File: src/rtl/instr_fetch_decode.sv
// Multi-cycle fetch/decode stage: PC, req/ack instruction fetch,
// instruction register and MIPS field split.
module instr_fetch_decode #(
  parameter logic [31:0] RESET_PC = 32'h0000_0000,
  parameter int          MAX_WAIT = 15
) (
  input  logic        clk,
  input  logic        reset,
  output logic        mem_req,
  output logic [31:0] mem_addr,
  input  logic        mem_ack,
  input  logic [31:0] mem_rdata,
  input  logic        advance,
  input  logic        branch_en,
  input  logic [31:0] branch_target,
  output logic [31:0] pc,
  output logic        instr_valid,
  output logic [5:0]  opcode,
  output logic [4:0]  rs,
  output logic [4:0]  rt,
  output logic [4:0]  rd,
  output logic [4:0]  shamt,
  output logic [5:0]  funct,
  output logic [15:0] imm,
  output logic [25:0] target,
  output logic [15:0] instr_count,
  output logic        fetch_err
);

  localparam int WW = (MAX_WAIT > 0) ? $clog2(MAX_WAIT + 1) : 1;
  localparam logic [WW-1:0] WMAX = WW'(MAX_WAIT);

  typedef enum logic [1:0] {
    IDLE,
    FETCH,
    VALID,
    ERROR
  } state_t;

  state_t        state_q, state_d;
  logic [31:0]   pc_q, pc_d;
  logic [31:0]   ir_q, ir_d;
  logic [15:0]   cnt_q, cnt_d;
  logic [WW-1:0] wait_q, wait_d;

  always_ff @(posedge clk or posedge reset) begin
    if (reset) begin
      state_q <= IDLE;
      pc_q    <= RESET_PC;
      ir_q    <= '0;
      cnt_q   <= '0;
      wait_q  <= '0;
    end else begin
      state_q <= state_d;
      pc_q    <= pc_d;
      ir_q    <= ir_d;
      cnt_q   <= cnt_d;
      wait_q  <= wait_d;
    end
  end

  always_comb begin
    state_d = state_q;
    pc_d    = pc_q;
    ir_d    = ir_q;
    cnt_d   = cnt_q;
    wait_d  = wait_q;
    unique case (state_q)
      IDLE: state_d = FETCH;
      FETCH: begin
        if (mem_ack) begin
          ir_d    = mem_rdata;
          wait_d  = '0;
          state_d = VALID;
        end else if (wait_q == WMAX) begin
          state_d = ERROR;
        end else begin
          wait_d = wait_q + 1'b1;
        end
      end
      VALID: begin
        // a misaligned branch target faults without retiring
        if (advance) begin
          if (branch_en && (branch_target[1:0] != 2'b00)) begin
            state_d = ERROR;
          end else begin
            pc_d    = branch_en ? branch_target : pc_q + 32'd4;
            cnt_d   = cnt_q + 16'd1;
            state_d = FETCH;
          end
        end
      end
      ERROR: state_d = ERROR;
    endcase
  end

  assign mem_req     = (state_q == FETCH);
  assign instr_valid = (state_q == VALID);
  assign fetch_err   = (state_q == ERROR);
  assign mem_addr    = pc_q;
  assign pc          = pc_q;
  assign instr_count = cnt_q;

  assign opcode = ir_q[31:26];
  assign rs     = ir_q[25:21];
  assign rt     = ir_q[20:16];
  assign rd     = ir_q[15:11];
  assign shamt  = ir_q[10:6];
  assign funct  = ir_q[5:0];
  assign imm    = ir_q[15:0];
  assign target = ir_q[25:0];

endmodule

File: config.mk
export PLATFORM = sky130hd
export DESIGN_NAME = instr_fetch_decode
export DESIGN_NICKNAME = d
export VERILOG_FILES = /design/src/rtl/instr_fetch_decode.sv
export SDC_FILE = /design/constraint.sdc
export NUM_CORES = 1
export LEC_CHECK = 0
export CELL_PAD_IN_SITES_DETAIL_PLACEMENT = 0
export CELL_PAD_IN_SITES_GLOBAL_PLACEMENT = 1
export CORE_MARGIN = 4
export CORE_UTILIZATION = 50
export CTS_CLUSTER_DIAMETER = 60
export DETAILED_ROUTE_END_ITERATION = 10
export DONT_BUFFER_PORTS = 1
export GPL_TIMING_DRIVEN = 0
export PLACE_DENSITY_LB_ADDON = 0.15
export SYNTH_ARGS = -nofsm -noshare
export SYNTH_HDL_FRONTEND = slang
export SYNTH_SLANG_ARGS = --single-unit
File: constraint.sdc
create_clock -name clk -period 5.2 [get_ports clk]
set_clock_uncertainty 0.1 [all_clocks]
set_input_delay 1.04 -clock clk [delete_from_list [all_inputs] [get_ports clk]]
set_output_delay 1.04 -clock clk [all_outputs]
set_load 0.02 [all_outputs]
# Word level (Yosys, flattened, before mapping)
# Cells that the tools add are included.
[classes]
addsub = 3
n_eq_ne = 7
muxes = 8
bitwise = 1
n_reduce_logical = 7
[op_table]
columns = ["op", "n"]
rows = [
  ["adder 32 x 3 -> 32 bit (second input constant)", 1],
  ["2-to-1 mux 32 bit", 1],
  ["adder 16 x 1 -> 16 bit (second input constant)", 1],
  ["2-to-1 mux 2 bit", 4],
  ["2-to-1 mux 4 bit", 2],
  ["case mux 2 bit (4 select lines)", 1],
  ["AND reduction 2 bit", 3],
  ["adder 4 x 1 -> 4 bit (second input constant)", 1],
  ["== test 2 bit (second input constant)", 2],
  ["== test 4 bit (second input constant)", 1],
  ["inequality test 2 bit (second input constant)", 2],
  ["inequality test 3 x 1 -> 1 bit (second input constant)", 1],
  ["AND reduction 3 bit", 1],
  ["== test 2 x 1 -> 1 bit (second input constant)", 1],
  ["logical NOT 2 bit", 1],
  ["nonzero test 2 bit", 1],
  ["logical AND 1 bit", 1],
  ["inverter 1 bit", 1],
]
[word_totals]
reg_bits = 86
in_bits = 69
out_inout_bits = 157
elab_cells = 31

# Depth between registers and ports, before layout
[logic_depth]
depth_word = 5
depth_mapped = 7
ltp_nobuf = 6

# Worst setup path after synthesis
# Ideal clock, no wire load.
[synth_timing]
path_type = "input -> register"
startpoint = "input port branch_target[0]"
endpoint = "register pc_q[15] (netlist: mem_addr[15])"
setup_ps = 137
arrival_time_ps = 2136
t_required_ps = 4963
path_slack_ps = 2827
cell_stages = 7
n_path_buf = 2
path_cell_list = "o21ai_0 and2_1 clkbuf_1 clkbuf_1 nand2_1 mux2i_1 a21oi_1"
[synth_between]
elab_chain_cells = 4
[synth_rtl]
columns = ["item", "line", "source"]
rows = [
  ["from (decl)", "15", "input logic [31:0] branch_target,"],
  ["nonzero test 2 bit", "84", "if (branch_en && (branch_target[1:0] != 2'b00)) begin"],
  ["logical AND 1 bit", "84", ""],
  ["inverter 1 bit (no source line)", "-", ""],
  ["AND reduction 3 bit (no source line)", "-", ""],
  ["to (signal assigned)", "55", "pc_q <= pc_d;"],
  ["to (decl)", "41", "logic [31:0] pc_q, pc_d;"],
]
# Every way passes these cells.
# A chain may end at the register's enable or synchronous reset.

# Worst setup path after layout
[layout_timing]
startpoint = "register pc_q[2] (netlist: mem_addr[2])"
endpoint = "register pc_q[30] (netlist: mem_addr[30])"
[layout_between]
elab_chain_cells = 2
[layout_rtl]
columns = ["item", "line", "source"]
rows = [
  ["adder 32 x 3 -> 32 bit", "87", "pc_d = branch_en ? branch_target : pc_q + 32'd4;"],
  ["2-to-1 mux 32 bit", "87", ""],
]
# Every way passes these cells.

==> reports/qor.csv <==
stage;metric;value;unit
routing;highest_layer;met4;
synthesis;synth_edf_count;0;
routing;wl;11900;um
placement;place.gp.congestion;0.795;
synthesis;yosys-top-cells-area;dfrtp_1, buf_4, mux2_2;
cts;path_clk_slew;0.10;ns
critical_path;crit_fanout;8;
timing;hold_viol_final;0;
cts;cts_root_buffer;clkbuf_8;
power_and_ir_drop;peakVddDrop;0.000218;V
cts;clkLatencyLatePin;0.36;ns
floorplan;core;9240;um2
critical_path;end_kind;register;
routing;dr_wl_met2;5940;um
layout;diodes;0;
layout;register_area;2150;um2
timing;finalSetupViolations;0;
synthesis;ys_dominant_reg_cell;dfrtp_1;
timing;fin_crit_sh;53.2;%
cts;cts.sinks;86;
cts;numCtsBuffers;9;
critical_path;worst_ep_arrival_time;2.91;ns
routing;postRouteAntennaNets;0;
synthesis;yosys_register_bits;86;
synthesis;synthMostInstantiatedCell;dfrtp_1;
floorplan;die_w;105;um
grt;grt_pass1_wl;18700;um
floorplan;num_rows;35;
timing;setup_tns;0;ns
grt;grt-ovfl-total;0;
power_and_ir_drop;power;2.39;mW
placement;dp_hpwl;8910;um
synthesis;synth_cells;476;
synthesis;async_reset_ff_share;100;%
critical_path;cp.required;5.34;ns
power_and_ir_drop;powerDensity;466;nW/um2
routing;vias;3556;
synthesis;synth_nets;548;
grt;antenna_found_initial;0;
synthesis;syn_area;4740;um2
routing;wl_met1;4680;um
floorplan;dieHeight;105;um
routing;drt_first_iter_violations;183;
grt;grt_max_degree;60;
cts;cts_tree;built;
routing;drc;0;
routing;dr.pass1.iters;4;
grt;track_usage;20.8;%
floorplan;fp.dieArea;11100;um2
cts;hold_buffers;0;
layout;layout-drive-gt1-share;27.2;%
worst_hold_path;hold_path_class;input pin to async pin;
layout;nets;560;
floorplan;io_pins;226;
power_and_ir_drop;p_leak;2.29;nW
layout;multi_input_area;1930;um2
timing;fmax;361;MHz
run_status;status;finished, final reports clean;
timing;drv_slew;0;
layout;nFillCells;838;
cts;cts_resized;0;
synthesis;yosysTopAreaCellShare;45.4;%
job;maxCapViolCount;0;
timing;period_needed;2.77;ns
cts;clockBufferDepth;2;
synthesis;yosys.area.top_type;dfrtp_1;
floorplan;start_util;51.3;%
synthesis;synth_seq_area_share;45.4;%
synthesis;ys_types;55;
grt;grt_pass1_vias;3493;
cts;htreeDepth;3;
cts;cts_setup_buffers;0;
synthesis;avgSynthCellArea;9.96;um2
critical_path;criticalPathCategory;register to register;
routing;wl_met3;1060;um
timing;rsz0062_at_grt;no;
routing;via_per_inst;5.73;
routing;wl_per_cell;19.1;um
critical_path;critPathLaunchType;register;
synthesis;ys_top_cells_by_count;dfrtp_1, buf_4, nand2_1, mux2_2, a21oi_1;
layout;syn2layout_area_growth;8.16;%
timing;relSlewSlack;53.1;%
timing;worst_slew_pin_slew;0.698;ns
placement;io_buffers;0;
synthesis;ys_warn_count;0;
-- registers in the layout, summed over array words and instances (netlist names) --
signal	count
mem_addr	32
state_q	2
wait_q	4
ir_q	32
instr_count	16
-- per-stage QoR --
stage	setup WS [ns]	area, um2	hold WS (ns)	cells	util [%]
2_1_floorplan	1.84	4740	0.392	476	-
6_report	2.43	5130	0.433	621	55.5
4_1_cts	2.46	5130	0.434	621	55.5
5_1_grt	2.33	5130	0.437	621	55.5
3_5_place_dp	2.27	4930	0.433	606	53.4
3_3_place_gp	0.838	4900	0.411	605	53.1
-- power by group --
part	switching (mW)	internal, mW	leakage, nW
clock	0.258	0.225	0.0976
sequential	0.370	0.822	1.09
combinational	0.376	0.339	1.10
total	1.00	1.39	2.29
-- logic make-up (layout without fill, tap and decap cells) --
logic type / Yosys count / count (layout) / share of synthesized area, %
flip-flops: 86 / 86 / 45.4
adder cells (fa/ha/maj): 3 / 3 / 0.792
AND/OR/NAND/NOR: 147 / 147 / 16.9
multiplexers: 36 / 36 / 8.45
AO/OA/AOI/OAI: 88 / 88 / 11.8
buffers and inverters: 101 / 117 / 13.9
XOR/XNOR: 15 / 15 / 2.77
-- placed cells by master, fill, tap and decap left out, drive strengths merged, types with 3 or more instances in the layout --
cell type / n
dfrtp: 86
buf: 80
nand2: 42
mux2: 32
a21oi: 26
nor2: 23
clkbuf: 23
nand3: 20
o21ai: 18
xnor2: 13
nor3: 12
o22ai: 11
nand4: 10
inv: 10
and3: 9
and2: 7
a211oi: 5
and4: 5
or3: 5
a31oi: 4
mux2i: 4
nor4: 4
nor3b: 3
o31a: 3
a21o: 3
ha: 3
-- area by class of cell --
class                           count  area share [%]
Tap cell                          129            3.15
Timing Repair Buffer                1           0.537
Clock inverter                      6            1.39
Clock buffer                        9            2.42
Inverter                            8           0.634
Sequential cell                    86            42.0
Buffer                             93            12.2
Multi-Input combinational cell    289            37.7
-- routing by layer --
layer | GRT usage (%) | vias to the layer above
met4 | 6.00 | 0
met3 | 7.04 | 18
met1 | 24.9 | 1724
met5 | 0 | -
met2 | 35.7 | 168
li1 | - | 1646
-- path summary, 6_finish.rpt --
path / startpoint / slack (ns) / cells after the start / end
setup reg to reg: mem_addr[2]$_DFFE_PP0P_ / 2.43 / 6 / mem_addr[30]$_DFFE_PP0P_
max in group asynchronous: reset / 3.95 / 2 / ir_q[10]$_DFFE_PP0P_
hold / removal: reset / 0.43 / 1 / instr_count[5]$_DFFE_PP0P_
setup / recovery: mem_addr[2]$_DFFE_PP0P_ / 2.43 / 6 / mem_addr[30]$_DFFE_PP0P_
min in group clk: wait_q[1]$_DFFE_PP0P_ / 0.44 / 1 / wait_q[1]$_DFFE_PP0P_
hold reg to reg: wait_q[1]$_DFFE_PP0P_ / 0.44 / 1 / wait_q[1]$_DFFE_PP0P_
-- critical path, stage by stage (launching register included) --
cell,delay [ns]
dfrtp_1,0.61
ha_1,0.28
nand3_2,0.20
nor4_4,0.64
nand3_4,0.19
or4_1,0.50
o311a_1,0.12
No activity file was read; power rests on OpenSTA's default activity.
